==> config.mk <==
export PLATFORM = sky130hd
export DESIGN_NAME = sweep_ctrl
export DESIGN_NICKNAME = d
export VERILOG_FILES = /design/src/rtl/sweep_ctrl.sv
export SDC_FILE = /design/constraint.sdc
export NUM_CORES = 1
export LEC_CHECK = 0
export BUFFER_PORTS_ARGS = -buffer_cell sky130_fd_sc_hd__buf_4
export CELL_PAD_IN_SITES_DETAIL_PLACEMENT = 1
export CELL_PAD_IN_SITES_GLOBAL_PLACEMENT = 2
export CORE_ASPECT_RATIO = 1.25
export CORE_MARGIN = 2
export CORE_UTILIZATION = 30
export DETAILED_ROUTE_END_ITERATION = 12
export PLACE_DENSITY_LB_ADDON = 0.08
export SLEW_MARGIN = 20
export SYNTH_ARGS = -nofsm -noshare
export SYNTH_HDL_FRONTEND = slang
export SYNTH_SLANG_ARGS = --single-unit
==> constraint.sdc <==
create_clock -name CLK -period 7.4 [get_ports CLK]
set_clock_uncertainty 0.1 [all_clocks]
set_input_delay 0.37 -clock CLK [delete_from_list [all_inputs] [get_ports CLK]]
set_output_delay 0.37 -clock CLK [all_outputs]
set_load 0.05 [all_outputs]
==> src/rtl/sweep_ctrl.sv <==
// sweep_ctrl: command sequencer for a 6-bit up/down counter.
// It drives the counter's LOAD/DATA/COUNT_UP and reads COUNT back, producing a
// bounded triangle sweep between LO and HI for N half-sweeps, then freezes.
// Optional feature: define SWEEP_CTRL_CYCLE_COUNT_EN to add the RUN_CYCLES output.
module sweep_ctrl #(
    parameter int WIDTH = 6,
    parameter int NW    = 4
) (
    input  logic             CLK,
    input  logic             RESET,
    input  logic             CMD_VALID,
    output logic             CMD_READY,
    input  logic [WIDTH-1:0] CMD_LO,
    input  logic [WIDTH-1:0] CMD_HI,
    input  logic [WIDTH-1:0] CMD_START,
    input  logic             CMD_UP,
    input  logic [NW-1:0]    CMD_N,
    input  logic             ABORT,
    input  logic [WIDTH-1:0] COUNT,
    output logic             LOAD,
    output logic [WIDTH-1:0] DATA,
    output logic             COUNT_UP,
    output logic             BUSY,
    output logic             DONE,
`ifdef SWEEP_CTRL_CYCLE_COUNT_EN
    output logic [15:0]      RUN_CYCLES,
`endif
    output logic             ERR
);

    typedef enum logic [1:0] {S_IDLE, S_PRIME, S_RUN} state_t;

    localparam logic [WIDTH-1:0] ONE = WIDTH'(1);
    localparam logic [WIDTH-1:0] TWO = WIDTH'(2);

    state_t           state_q, state_d;
    logic             load_q, load_d;
    logic [WIDTH-1:0] data_q, data_d;
    logic             up_q, up_d;
    logic             dir_q, dir_d;
    logic             done_q, done_d;
    logic             err_q, err_d;
    logic [WIDTH-1:0] park_q, park_d;
    logic [WIDTH-1:0] lo_q, lo_d;
    logic [WIDTH-1:0] hi_q, hi_d;
    logic [NW-1:0]    n_q, n_d;
    logic [NW-1:0]    hc_q, hc_d;

    logic [WIDTH-1:0] span;
    logic             cmd_ok;
    logic [NW-1:0]    hc_inc;
    logic [WIDTH-1:0] stop_val;

    // Command validity: START strictly inside (LO, HI), span of at least 2, N non-zero.
    always_comb begin
        span   = CMD_HI - CMD_LO;
        cmd_ok = (CMD_LO < CMD_START) && (CMD_START < CMD_HI) &&
                 (span >= TWO) && (CMD_N != '0);
    end

    // Next-state and registered-output logic for the sweep sequencer.
    always_comb begin
        state_d  = state_q;
        load_d   = load_q;
        data_d   = data_q;
        up_d     = up_q;
        dir_d    = dir_q;
        park_d   = park_q;
        lo_d     = lo_q;
        hi_d     = hi_q;
        n_d      = n_q;
        hc_d     = hc_q;
        done_d   = 1'b0;
        err_d    = 1'b0;
        hc_inc   = hc_q + 1'b1;
        stop_val = up_q ? (COUNT + ONE) : (COUNT - ONE);

        case (state_q)
            S_IDLE: begin
                load_d = 1'b1;
                data_d = park_q;
                if (CMD_VALID) begin
                    if (cmd_ok) begin
                        lo_d    = CMD_LO;
                        hi_d    = CMD_HI;
                        n_d     = CMD_N;
                        dir_d   = CMD_UP;
                        data_d  = CMD_START;
                        hc_d    = '0;
                        state_d = S_PRIME;
                    end else begin
                        err_d = 1'b1;
                    end
                end
            end
            S_PRIME: begin
                load_d  = 1'b0;
                up_d    = dir_q;
                state_d = S_RUN;
            end
            S_RUN: begin
                if (ABORT) begin
                    load_d  = 1'b1;
                    data_d  = stop_val;
                    park_d  = stop_val;
                    state_d = S_IDLE;
                end else if (up_q && (COUNT == hi_q - ONE)) begin
                    hc_d = hc_inc;
                    if (hc_inc == n_q) begin
                        load_d  = 1'b1;
                        data_d  = hi_q;
                        park_d  = hi_q;
                        done_d  = 1'b1;
                        state_d = S_IDLE;
                    end else begin
                        up_d = 1'b0;
                    end
                end else if (!up_q && (COUNT == lo_q + ONE)) begin
                    hc_d = hc_inc;
                    if (hc_inc == n_q) begin
                        load_d  = 1'b1;
                        data_d  = lo_q;
                        park_d  = lo_q;
                        done_d  = 1'b1;
                        state_d = S_IDLE;
                    end else begin
                        up_d = 1'b1;
                    end
                end
            end
            default: state_d = S_IDLE;
        endcase
    end

    // State and output registers with synchronous reset.
    always_ff @(posedge CLK) begin
        if (RESET) begin
            state_q <= S_IDLE;
            load_q  <= 1'b1;
            data_q  <= '0;
            up_q    <= 1'b0;
            dir_q   <= 1'b0;
            done_q  <= 1'b0;
            err_q   <= 1'b0;
            park_q  <= '0;
            lo_q    <= '0;
            hi_q    <= '0;
            n_q     <= '0;
            hc_q    <= '0;
        end else begin
            state_q <= state_d;
            load_q  <= load_d;
            data_q  <= data_d;
            up_q    <= up_d;
            dir_q   <= dir_d;
            done_q  <= done_d;
            err_q   <= err_d;
            park_q  <= park_d;
            lo_q    <= lo_d;
            hi_q    <= hi_d;
            n_q     <= n_d;
            hc_q    <= hc_d;
        end
    end

`ifdef SWEEP_CTRL_CYCLE_COUNT_EN
    logic [15:0] rc_q;

    // Active-cycle counter; the PRIME cycle is included so a full sweep
    // reports the whole time the controller was busy.
    always_ff @(posedge CLK) begin
        if (RESET) begin
            rc_q <= '0;
        end else if (state_q == S_IDLE) begin
            if (CMD_VALID && cmd_ok) rc_q <= '0;
        end else if (rc_q != '1) begin
            rc_q <= rc_q + 16'd1;
        end
    end

    assign RUN_CYCLES = rc_q;
`endif

    assign CMD_READY = (state_q == S_IDLE);
    assign BUSY      = (state_q != S_IDLE);
    assign LOAD      = load_q;
    assign DATA      = data_q;
    assign COUNT_UP  = up_q;
    assign DONE      = done_q;
    assign ERR       = err_q;

endmodule

Yosys cells after proc, flatten, opt, wreduce, memory -nomap -nowiden
Index checks and enable logic that the tools add are counted.

Word-level logic and storage cells: 96. Output and inout bits: 12. Register bits: 39. Input bits: 33.

Bitwise operators: 3. Muxes and demuxes: 37. $add $sub $neg: 6. Equal/unequal tests: 12. Reduce and logical (&&, ||, !) cells: 23. Magnitude comparators: 3.

Operator list (count): $mux 6 (8); $mux 4 (5); $mux 1 (13); $add 6x1->6 const B (2); $eq 6x6->1 (2); $lt 6x6->1 (2); $mux 2 (6); $pmux 6 s2 (1); $reduce_and 3->1 (4); $sub 6x1->6 const B (2); $pmux 4 s2 (1); $reduce_bool 2->1 (4); $ge 6x2->1 const B (1); $ne 2x2->1 const B (3); $ne 3x3->1 const B (2); $pmux 2 s3 (1); $reduce_bool 3->1 (2); $reduce_or 3->1 (2); $sub 6x6->6 (1); $logic_and 1x1->1 (5); $reduce_and 5->1 (1); $add 4x1->4 const B (1); $eq 4x4->1 (1); $ne 4x4->1 const B (1); 11 further kinds (13).

Logic depth before layout (Yosys ltp)
Depth after elaboration: 7. Depth in mapped cells: 12. Mapped depth without buffers: 11.

Least setup slack after synthesis
Ideal clock, no wire load.

Kind: register -> register. Start point: reg hi_q[0]. End point: reg hc_q[3]. Library setup time: 0.071 ns. Arrival: 2.495 ns. Data required time: 7.229 ns. Period minus slack after synthesis: 2.666 ns. Setup slack: 4.734 ns. Cell stages (with the launch flop): 10. Path buffers: 0. Cells stage by stage: dfxtp_1 inv_1 ha_1 xor2_1 nand3_1 nor4_4 a32oi_1 or3_1 or4_1 a21oi_1.

Cells in the longest elaborated chain, start to end: 6. Elaborated cells on any way between the ends: 8. Those cells by class: 1 x add/sub; 2 x eq/ne; 3 x mux; 2 x reduce/logical.

Ends and longest elaborated chain: start, declared (line 45) `logic [WIDTH-1:0] hi_q, hi_d;`; start signal, assigned (line 160) `hi_q <= hi_d;`; $sub 6x1->6 * (line 107) `end else if (up_q && (COUNT == hi_q - ONE)) begin`; $eq 6x6->1 * (line 107); $logic_and 1x1->1 * (line 107); $mux 4 (line 107); $mux 4 (line 102) `if (ABORT) begin`; $pmux 4 s2 (line 78) `case (state_q)`; end signal, assigned (line 149) `hc_q <= '0;`; end signal, assigned (line 162) `hc_q <= hc_d;`; end, declared (line 47) `logic [NW-1:0] hc_q, hc_d;`.

Every way passes the cells marked *; elsewhere a longest branch is shown, timed or not. The select of a mux whose other input is x is not followed. A chain may end at the register's enable or synchronous reset.

Final worst setup path
Ends and elaborated chain as after synthesis.

==> run summary <==
Mean Syn Cell Area = 8.34 sq um
vias per cell = 5.07
post-synthesis xor/xnor area fraction = 8.52%
CP Capture Type = register
post-DP HPWL = 6.83 mm
CP arrival = 3.32 ns
Pleak = 1.39 nW
chip height = 113 um
Placer Congestion = 0.739
cell area after synthesis = 2830 sq um
post-CTS setup buffers = 0
crit path max fanout = 8
WL met3 = 179 um
CTS tree = done
post_cts resized = 0
Reg clk slew, reported paths = 0.06 ns
CTS sink count = 39
fmax = 312 MHz
die width = 90.9 um
share of synthesized cell area in and, or, nand and nor gates = 17.6%
Die ar. = 10200 sq um
final setup fails = 0
DRT Pass-1 Iters = 4
top-level port count = 45
yosys warns = 0
via count = 2552
final hold viol count = 0
CTS Buffer Depth = 2
CTS Buf Count = 5
GRT overflow = 0
Max VDD drop = 0.110 mV
max cap viols = 0
Hold-fix buffers, CTS = 0
RSZ-0062 raised after global routing = false
status = completed
Setup TNS = 0 ns
register area share after synthesis = 27.5%
final period utilization = 43.3%
Root Driver = clkbuf_16
drt wl/cell = 17.1 um
highest routed layer = met4
largest family of logic cells by synthesized area = compound AO/OA/AOI/OAI gates
Residual DRC = 0
first-pass GRT wire length = 14.1 mm
core area = 9170 sq um
vias in the first global route = 2650
DR WL met2 = 4.34 mm
Clock Latency Late Sink = 0.28 ns
Syn Inst Count = 340
global-route usage over all layers = 17.3%
Starting Density = 30.9%
Post-DRT Antenna Nets = 0
number of I/O port buffers = 44
ys flop type = dfxtp_1
type of the worst setup path = reg -> reg
initial drt markers = 107
final net count = 436
Startpoint Class = register
H-tree Lvls = 2
power density over cell area = 176 nW/um^2
Max Slew Vio Count = 0
post-synthesis compound-gate area fraction = 18.7%
Critical Path RT = 7.51 ns
worst-margin pin slew = 0.870 ns
Post-synth EDFFs = 0
ys async rst share = 0%
mux contribution to synthesized area = 10.2%
Post-Syn Nets = 397
Rel. slew slack = 41.7%
Overall Power = 0.603 mW
register bit total from synthesis = 39
num rows = 39
Tmin final = 3.21 ns
post-synthesis adder-cell area fraction = 11.1%
Total Wirelength = 8.61 mm
layout cells sized above 1 = 18.2%
largest net degree at the start of global routing = 34
HP Class = in -> reg
DRT met1 WL = 4.02 mm
antenna violations before repair = 0
# diodes = 0
area grow syn2layout = 20.8%
Yosys cell types = 51
## critical path, cell delays in order (launching register included)
cell,delay [ns]
dfxtp_1,0.48
inv_1,0.08
ha_1,0.21
and2_1,0.16
o21a_1,0.19
o31ai_2,0.45
a32oi_1,0.35
or3_1,0.53
or4_1,0.43
a21oi_1,0.15
## layout by cell type (no fill, tap or decap), types with 3 or more instances in the layout
cell type  count
a211oi_1      10
a21o_1         3
a21oi_1       16
and2_1         3
and3_1         4
buf_4         45
clkbuf_16      5
dfxtp_1       39
ha_1          22
inv_1         34
mux2_2         8
mux2i_1       20
nand2_1       10
nand2b_1       4
nand3_1        7
nand3b_1       3
nor2_1        48
nor3_1         5
nor4_1         4
o211ai_1       5
o21a_1         5
o21ai_0        7
o22ai_1        3
o32ai_1        6
or4_1          3
xnor2_1       14
xor2_1        11
## logic make-up after synthesis
family	count (synthesis)
muxes	28
and+or+nand+nor	102
DFF	39
adders and majority gates	24
buffers and inverters	47
xor gates and xnor gates	26
AOI/OAI and AO/OA	74
## per-stage QoR
stage / utilization, % / cells / hold WS [ns] / area [sq um] / worst slack (ns)
after floorplan: - / 340 / 0.347 / 2830 / 4.73
after global routing: 37.3 / 503 / 0.257 / 3420 / 3.97
final: 37.3 / 503 / 0.230 / 3420 / 4.19
after detailed placement: 35.8 / 495 / 0.348 / 3280 / 3.96
after global placement: 35.8 / 495 / 0.347 / 3280 / 4.03
after CTS: 37.3 / 503 / 0.234 / 3420 / 4.20
## report_power, final
| group | internal [mW] | switching, mW |
|---|---|---|
| Sequential | 0.220 | 0.0113 |
| Clock | 0.125 | 0.0897 |
| Combinational | 0.0670 | 0.0904 |
| Total | 0.412 | 0.191 |
## per-layer routing
metal	up-vias	GRT usage [%]
li1	1280	-
met1	1236	22.5
met2	31	30.5
met3	5	2.21
met4	0	3.64
met5	-	0
## path summary, 6_finish.rpt
check | startpoint | to | slack [ns] | cells after the start
hold / removal | CMD_UP | dir_q$_SDFFE_PP0P_ | 0.23 | 3
hold reg to reg | DATA[1]$_SDFFE_PP0P_ | DATA[1]$_SDFFE_PP0P_ | 0.36 | 2
setup reg to reg | hi_q[0]$_SDFFE_PP0P_ | hc_q[3]$_SDFFE_PP0P_ | 4.19 | 9
setup / recovery | hi_q[0]$_SDFFE_PP0P_ | hc_q[3]$_SDFFE_PP0P_ | 4.19 | 9
## cells in the mapped netlist (4+ instances only)
cell,n,area (sq um)
nor4_1,4,25.0
nor3_1,6,30.0
a211oi_1,10,75.1
a21oi_1,16,80.1
xor2_1,11,96.3
o21a_1,5,37.5
mux2_2,8,90.1
dfxtp_1,39,781
nand3_1,7,35.0
nor2_1,49,184
ha_1,22,275
inv_1,34,128
clkbuf_1,11,41.3
and3_1,4,25.0
nand2_1,10,37.5
nand2b_1,4,25.0
mux2i_1,20,200
o32ai_1,6,52.6
o211ai_1,5,37.5
xnor2_1,14,123
o21ai_0,7,35.0
## sequential cells by signal (all words and copies together) (netlist names)
signal / count
COUNT_UP: 1
ERR: 1
hc_q: 4
dir_q: 1
DATA: 6
state_q: 2
DONE: 1
LOAD: 1
park_q: 6
hi_q: 6
n_q: 4
lo_q: 6
## layout make-up
class	instances	area (sq um)
Clock buffer	6	129
Inverter	34	128
Sequential cell	39	781
Fill cell	1145	5750
Tap cell	123	154
Clock inverter	2	12.5
Timing Repair Buffer	45	338
Multi-Input combinational cell	254	1880
No activity file was read; power rests on OpenSTA's default activity.
